==> src/rtl/uart_tx_port.sv <==
// uart_tx_port: memory-mapped UART transmitter, 8N1, LSB first, idle-high line.
//
// A qualifying store is one with Write_Enable_i=1 and Device_i=UART_DEV. If Data_i[31]=0,
// Data_i[7:0] is queued. If the queue is full, the byte is dropped and the sticky Overflow
// bit is set. If Data_i[31]=1, Overflow is cleared and nothing is queued. The serialiser pops
// bytes back to back with no idle gap between frames. Each frame lasts 10*CLKS_PER_BIT cycles.
//
// Ports:
//   clk            system clock, rising edge
//   rst            synchronous active-high reset
//   Write_Enable_i store strobe
//   Device_i       device select from address decode
//   Data_i         store data
//   Tx_o           registered serial line
//   Status_o       {0..., count[2:0], Overflow, Full, Busy}
//   Full_o         copy of Status_o[1]
//
// Build option: define UART_TX_FIFO_EN for a 4-entry FIFO. When it is undefined, a single
// holding register is used instead.
module uart_tx_port #(
    parameter int unsigned DATA_WIDTH   = 32,
    parameter int unsigned CLKS_PER_BIT = 434,
    parameter logic [1:0]  UART_DEV     = 2'b01
) (
    input  logic                  clk,
    input  logic                  rst,
    input  logic                  Write_Enable_i,
    input  logic [1:0]            Device_i,
    input  logic [DATA_WIDTH-1:0] Data_i,
    output logic                  Tx_o,
    output logic [DATA_WIDTH-1:0] Status_o,
    output logic                  Full_o
);
`ifdef UART_TX_FIFO_EN
    localparam int unsigned Depth = 4;
`else
    localparam int unsigned Depth = 1;
`endif
    localparam int unsigned PtrW = (Depth > 1) ? $clog2(Depth) : 1;
    localparam int unsigned CntW = $clog2(CLKS_PER_BIT);

    typedef enum logic [1:0] {StIdle, StStart, StData, StStop} state_e;

    state_e            state_q, state_d;
    logic [CntW-1:0]   baud_q, baud_d;
    logic [2:0]        bit_q, bit_d;
    logic [7:0]        shift_q, shift_d;
    logic              tx_q, tx_d;
    logic [PtrW-1:0]   wr_ptr_q, wr_ptr_d, rd_ptr_q, rd_ptr_d;
    logic [2:0]        count_q, count_d;
    logic              ovf_q, ovf_d;
    // Power-of-two sized so the pointer index always matches the array range.
    logic [7:0]        mem_q [2**PtrW];

    logic qual, push, pop, full, empty, baud_last;
    logic [DATA_WIDTH-1:0] data_unused;

    assign data_unused = Data_i;

    function automatic logic [PtrW-1:0] ptr_inc(input logic [PtrW-1:0] p);
        if (p == PtrW'(Depth - 1)) return '0;
        return p + PtrW'(1);
    endfunction

    assign full      = (count_q == 3'(Depth));
    assign empty     = (count_q == 3'd0);
    assign qual      = Write_Enable_i && (Device_i == UART_DEV);
    // A pop in the same cycle does not free a slot for a push.
    assign push      = qual && !Data_i[31] && !full;
    assign baud_last = (baud_q == CntW'(CLKS_PER_BIT - 1));

    // Queue bookkeeping and sticky overflow.
    always_comb begin
        wr_ptr_d = push ? ptr_inc(wr_ptr_q) : wr_ptr_q;
        rd_ptr_d = pop  ? ptr_inc(rd_ptr_q) : rd_ptr_q;
        count_d  = count_q;
        if (push && !pop) begin
            count_d = count_q + 3'd1;
        end else if (!push && pop) begin
            count_d = count_q - 3'd1;
        end
        ovf_d = ovf_q;
        if (qual && Data_i[31]) begin
            ovf_d = 1'b0;
        end else if (qual && full) begin
            ovf_d = 1'b1;
        end
    end

    // Serialiser next state and line value.
    always_comb begin
        state_d = state_q;
        baud_d  = baud_q;
        bit_d   = bit_q;
        shift_d = shift_q;
        pop     = 1'b0;
        tx_d    = 1'b1;
        unique case (state_q)
            StIdle: begin
                if (!empty) begin
                    pop     = 1'b1;
                    shift_d = mem_q[rd_ptr_q];
                    baud_d  = '0;
                    state_d = StStart;
                end
            end
            StStart: begin
                if (baud_last) begin
                    baud_d  = '0;
                    bit_d   = 3'd0;
                    state_d = StData;
                end else begin
                    baud_d = baud_q + CntW'(1);
                end
            end
            StData: begin
                if (baud_last) begin
                    baud_d = '0;
                    if (bit_q == 3'd7) begin
                        state_d = StStop;
                    end else begin
                        bit_d   = bit_q + 3'd1;
                        shift_d = shift_q >> 1;
                    end
                end else begin
                    baud_d = baud_q + CntW'(1);
                end
            end
            StStop: begin
                if (baud_last) begin
                    baud_d = '0;
                    if (!empty) begin
                        pop     = 1'b1;
                        shift_d = mem_q[rd_ptr_q];
                        state_d = StStart;
                    end else begin
                        state_d = StIdle;
                    end
                end else begin
                    baud_d = baud_q + CntW'(1);
                end
            end
            default: state_d = StIdle;
        endcase
        // Line value is derived from the next state so Tx_o changes on the same edge as the
        // state does.
        unique case (state_d)
            StStart: tx_d = 1'b0;
            StData:  tx_d = shift_d[0];
            default: tx_d = 1'b1;
        endcase
    end

    always_ff @(posedge clk) begin
        if (rst) begin
            state_q  <= StIdle;
            baud_q   <= '0;
            bit_q    <= 3'd0;
            shift_q  <= 8'd0;
            tx_q     <= 1'b1;
            wr_ptr_q <= '0;
            rd_ptr_q <= '0;
            count_q  <= 3'd0;
            ovf_q    <= 1'b0;
        end else begin
            state_q  <= state_d;
            baud_q   <= baud_d;
            bit_q    <= bit_d;
            shift_q  <= shift_d;
            tx_q     <= tx_d;
            wr_ptr_q <= wr_ptr_d;
            rd_ptr_q <= rd_ptr_d;
            count_q  <= count_d;
            ovf_q    <= ovf_d;
        end
    end

    always_ff @(posedge clk) begin
        if (!rst && push) begin
            mem_q[wr_ptr_q] <= Data_i[7:0];
        end
    end

    always_comb begin
        Status_o      = '0;
        Status_o[0]   = (state_q != StIdle) || !empty;
        Status_o[1]   = full;
        Status_o[2]   = ovf_q;
        Status_o[5:3] = count_q;
    end

    assign Full_o = full;
    assign Tx_o   = tx_q;

endmodule

==> config.mk <==
export PLATFORM = sky130hd
export DESIGN_NAME = uart_tx_port
export DESIGN_NICKNAME = d
export VERILOG_FILES = /design/src/rtl/uart_tx_port.sv
export SDC_FILE = /design/constraint.sdc
export NUM_CORES = 1
export LEC_CHECK = 0
export BUFFER_PORTS_ARGS = -buffer_cell sky130_fd_sc_hd__buf_2
export CAP_MARGIN = 20
export CELL_PAD_IN_SITES_DETAIL_PLACEMENT = 1
export CELL_PAD_IN_SITES_GLOBAL_PLACEMENT = 1
export CORE_MARGIN = 2
export CORE_UTILIZATION = 41
export CTS_CLUSTER_DIAMETER = 50
export DETAILED_ROUTE_END_ITERATION = 10
export GPL_ROUTABILITY_DRIVEN = 0
export PLACE_DENSITY = 0.94
export SYNTH_ARGS = -nofsm -noshare
export SYNTH_HDL_FRONTEND = slang
export SYNTH_SLANG_ARGS = --single-unit
==> constraint.sdc <==
create_clock -name clk -period 5.9 [get_ports clk]
set_input_delay 0.295 -clock clk [delete_from_list [all_inputs] [get_ports clk]]
set_output_delay 0.295 -clock clk [all_outputs]
set_load 0.01 [all_outputs]
Yosys cells after proc, flatten, opt, wreduce, memory -nomap -nowiden. Memory sizes are Yosys's and may differ from the RTL's. A register that Yosys moved wholly into a read port is not among the register bits. Index checks and enable logic that the tools add are counted.

Add/sub/neg operators: 6. Multipliers: 0. Divide/modulo/power cells: 0. Magnitude comparators: 0. Eq/ne operators: 14. Shift operators: 0. Multiplexer cells: 31. Bitwise operators: 0. Reduce and logical (&&, ||, !) cells: 25.

Operators by type and width (count): 2-to-1 mux 8 bit (4); case mux 8 bit (3 select lines) (1); 2-to-1 mux 9 bit (2); case mux 9 bit (2 select lines) (1); 2-to-1 mux 3 bit (5); 2-to-1 mux 2 bit (5); != test 2 bit (second input constant) (5); adder 9 x 1 -> 9 bit (second input constant) (1); == test 9 bit (second input constant) (1); 2-to-1 mux 1 bit (9); logical AND 1 bit (8); case mux 2 bit (4 select lines) (1); AND reduction 4 bit (2); adder 3 x 1 -> 3 bit (second input constant) (2); == test 2 x 1 -> 1 bit (second input constant) (3); == test 2 bit (second input constant) (3); logical NOT 1 bit (6); case mux 3 bit (2 select lines) (1); nonzero test 2 bit (3); case mux 1 bit (2 select lines) (2); == test 3 x 1 -> 1 bit (second input constant) (1); == test 3 bit (second input constant) (1); logical NOT 3 bit (1); nonzero test 3 bit (1); other kinds (6) (7).

Register bits: 29. Bits in latches: 0. RAM bits: 16. ROM bits: 0. Input port bits: 37. Word-level logic and storage cells: 87. Memories kept: 1.

Memories: mem_q (depth 2, width 8, rd ports 1, clocked after Yosys merged registers in 1, wr ports 1, RTL line 53) `logic [7:0] mem_q [2**PtrW];`.

Longest topological paths before layout.
Word-level depth: 8. Mapped depth: 11.

Worst setup path after synthesis. No wires, ideal clock.

Kind: flip-flop to flip-flop. From: register baud_q[0]. To: register count_q[2]. Library setup time: 0.070 ns. Arrival time: 2.147 ns. Slack: 3.683 ns. Stages on the path, launching flop included: 9. Period minus slack after synthesis: 2.217 ns. Cell sequence: dfxtp_1 ha_1 and4bb_1 buf_6 a31oi_4 or3_1 ha_1 or3_1 a21oi_1.

Longest elaborated chain between the ends: 6. Elaborated cells between the ends (all ways): 8. Those cells by class: eq/ne: 1; mux: 3; reduce/logical: 4.

RTL lines: from (decl) (RTL line 45) `logic [CntW-1:0] baud_q, baud_d;`; from (signal assigned) (RTL line 167) `baud_q <= baud_d;`; == test 9 bit * (RTL line 70) `assign baud_last = (baud_q == CntW'(CLKS_PER_BIT - 1));`; 2-to-1 mux 1 bit * (RTL line 130) `if (baud_last) begin`; case mux 1 bit (2 select lines) * (RTL line 98) `unique case (state_q)`; logical NOT 1 bit (RTL line 77) `if (push && !pop) begin`; logical AND 1 bit (RTL line 77); 2-to-1 mux 3 bit / nonzero test 2 bit (equally long branches); to (signal assigned) (RTL line 173) `count_q <= count_d;`; to (decl) (RTL line 50) `logic [2:0] count_q, count_d;`.

Mark *: on every way between the ends. The rest lies on a longest branch, timed or not. A chain may end at the register's enable or synchronous reset.

Final worst setup path. Ends and elaborated chain as after synthesis.

==> results.yml <==
status:
  status: "completed"
timing:
  max_freq_mhz: 371
  period_minus_slack_ns: 2.69
  slew_headroom_pct: 60.2
  setup_tns_ns: 0
  setup_violations: 0
  rsz0062_at_grt: "false"
  slew_viol_final: 0
  tightest_slew_ns: 0.597
  hold_violations: 0
  finClkSkew_ns: 0.00614
  timing.final.crit_share_pct: 45.7
floorplanning:
  start_util_pct: 42.5
  die_w_um: 76.8
  row_count: 26
  pin_count: 71
  dieArea_um2: 5900
  core_area_um2: 5110
  fp.dieH_um: 76.8
critical_path:
  cpLargestDelayFamily: "simple AND/OR/NAND/NOR gates"
  critical_path.max_fanout: 9
  path_cells: "ha_1 -> and4bb_1 -> a31oi_4 -> or3_1 -> ha_1 -> or3_1 -> a21oi_1"
  path_buf_inv: 0
  endpoint_kind: "flip-flop"
  crit_type: "reg2reg"
  start_kind: "flip-flop"
  cp.required_ns: 6.12
  crit_arrival_ns: 2.91
  cp_slowest_cell: "and4bb_1"
  critPathMaxStageDelay_ns: 0.47
place:
  placement.io_buffers: 21
  placedInstanceArea_um2: 2200
  dp_cells: 304
  dp_hpwl_um: 3350
synthesis:
  ys.flop_type: "dfxtp_1"
  synth_area_um2: 2170
  synth_cell_types: 49
  syn-instance-count: 223
  ys_top_cells_by_count: "buf_4, dfxtp_1, nor2_1"
  yosys_warnings: 0
  avgSynthCellArea_um2: 9.74
  synth_edf_count: 8
  seq_area_frac_synth_pct: 35.9
  synth_seq_cells: 35
  synth_top_area_cell: "dfxtp_1"
  post-synth-top-count-cell: "buf_4"
  async_flop_share_pct: 0
  yosys-top-cells-area: "dfxtp_1, edfxtp_1, buf_4, ha_1, mux2i_1"
  synth.top_cell.area_share_pct: 24.9
power_and_ir_drop:
  leakagePower_uw: 0.00101
  power_density_nw_per_um2: 402
  vdd_drop_max_uv: 200
finish:
  fin_area_um2: 2340
  areaGrowthSynthToFinish_pct: 7.72
  seq_area_um2: 781
  final_nets: 294
  layout-drive-gt1-share_pct: 17.4
  nFillCells: 601
  multi_input_area_um2: 1190
  final_cells: 312
  antenna_cells: 0
clock_network:
  cts.repair.resized: 0
  postCtsSetupBuffers: 0
  cts_tree: "yes"
  cts-hold-fix-buffers: 0
  cts_num_sinks: 35
  clk_pin_slew_worst_paths_ns: 0.08
  cts-htree-levels: 2
  clock_path_buffers: 2
  cts-buffers-inserted: 5
  clk-insertion-delay-late_ns: 0.30
  cts.root.buffer_cell: "clkbuf_8"
routing:
  dr_total_vias: 1634
  wl_per_cell_um: 15.0
  remaining_drc_errors: 0
  final_antenna_net_count: 0
  drt-total-wl_um: 4680
  vias_per_cell: 5.24
  drt_pass1_iterations: 4
  dr.first_iter.drc_count: 38
global_route:
  grt_pass1_vias: 1735
  grt_max_degree: 16
  grt_use_total_pct: 17.1
  grt-ovfl-total: 0
  grt_pass1_wl_um: 8200
  antenna_found_initial: 0
worst_hold_path:
  hold_class: "in2reg"
run:
  max_cap_violations: 0
-- logic make-up after synthesis --
family	after synthesis	synth area share (%)
xor+xnor	9	3.63
buf+inv	45	13.7
fa+ha+maj	16	9.22
compound gates	47	16.6
other cells	1	0.173
flops	35	35.9
mux	8	3.69
simple gates	62	17.1
-- per-stage QoR --
stage | utilization, % | power, µW | hold slack (ns) | setup WS (ns)
detailed placement | 43.1 | 681 | 0.473 | 3.23
CTS | 45.8 | 946 | 0.165 | 3.19
finish | 45.8 | 940 | 0.167 | 3.21
floorplan | - | 608 | 0.372 | 3.68
global placement | 43.1 | 654 | 0.472 | 3.31
global route | 45.8 | 1000 | 0.162 | 2.97
-- area by class of cell --
cell class                      instances  share of cell area (%)
Tap cell                               70                    3.74
Timing Repair Buffer                   22                    4.81
Sequential cell                        35                    33.4
Inverter                                9                    1.44
Clock inverter                          3                    2.89
Clock buffer                            5                    2.94
Multi-Input combinational cell        168                    50.8
-- where the power goes --
group | switching, µW | total, µW | internal [µW]
registers | 36.2 | 319 | 283
logic | 212 | 360 | 148
clock network | 92.9 | 261 | 169
total | 341 | 940 | 599
-- path summary, 6_finish.rpt --
kind                            startpoint          end  slack (ns)  cells past startpoint
worst min register to register    bit_q[1]     bit_q[1]        0.51                      2
worst min-delay path             Data_i[0]  mem_q[0][0]        0.17                      1
worst max register to register   baud_q[0]   count_q[2]        3.21                      7
worst max-delay path             baud_q[0]   count_q[2]        3.21                      7
-- layout by cell type, fill, tap and decap left out, types with 2 or more instances in the layout --
master and n:
a2111oi_1 2, a211oi_1 4, a21o_1 2, a21oi_1 9, a31oi_1 2, a32o_2 6
buf_2 21, bufinv_16 2, clkbuf_8 5, conb_1 26, dfxtp_1 27, edfxtp_1 8
ha_1 16, inv_1 9, mux2i_1 8, nand2_1 11, nand2b_1 2, nand3_1 6
nand3b_1 2, nand3b_4 2, nand4_1 2, nor2_1 18, nor2b_1 2, nor3_1 2
o21ai_0 9, o2bb2ai_1 6, or3_1 3, xnor2_1 3, xor2_1 6
-- registers in the layout, indices dropped and copies added (netlist names) --
name	count
count_q	3
state_q	2
mem_q	8
Tx_o	1
bit_q	3
baud_q	9
ovf_q	1
shift_q	8
-- metal layers --
metal,track usage [%],vias up,routed length [µm],part of all wire [%]
li1,-,781,-,-
met1,18.8,805,2000,43
met2,31.8,42,2430,52
met3,2.94,6,160,3.4
met4,8.00,0,87,1.9
met5,0,-,0,0
-- worst register-to-register path, cell delays in order (launching register included) --
cell and delay, ns:
dfxtp_1 0.42, ha_1 0.17, and4bb_1 0.47, a31oi_4 0.24, or3_1 0.37, ha_1 0.36, or3_1 0.42, a21oi_1 0.17
No activity file was read; power rests on OpenSTA's default activity.
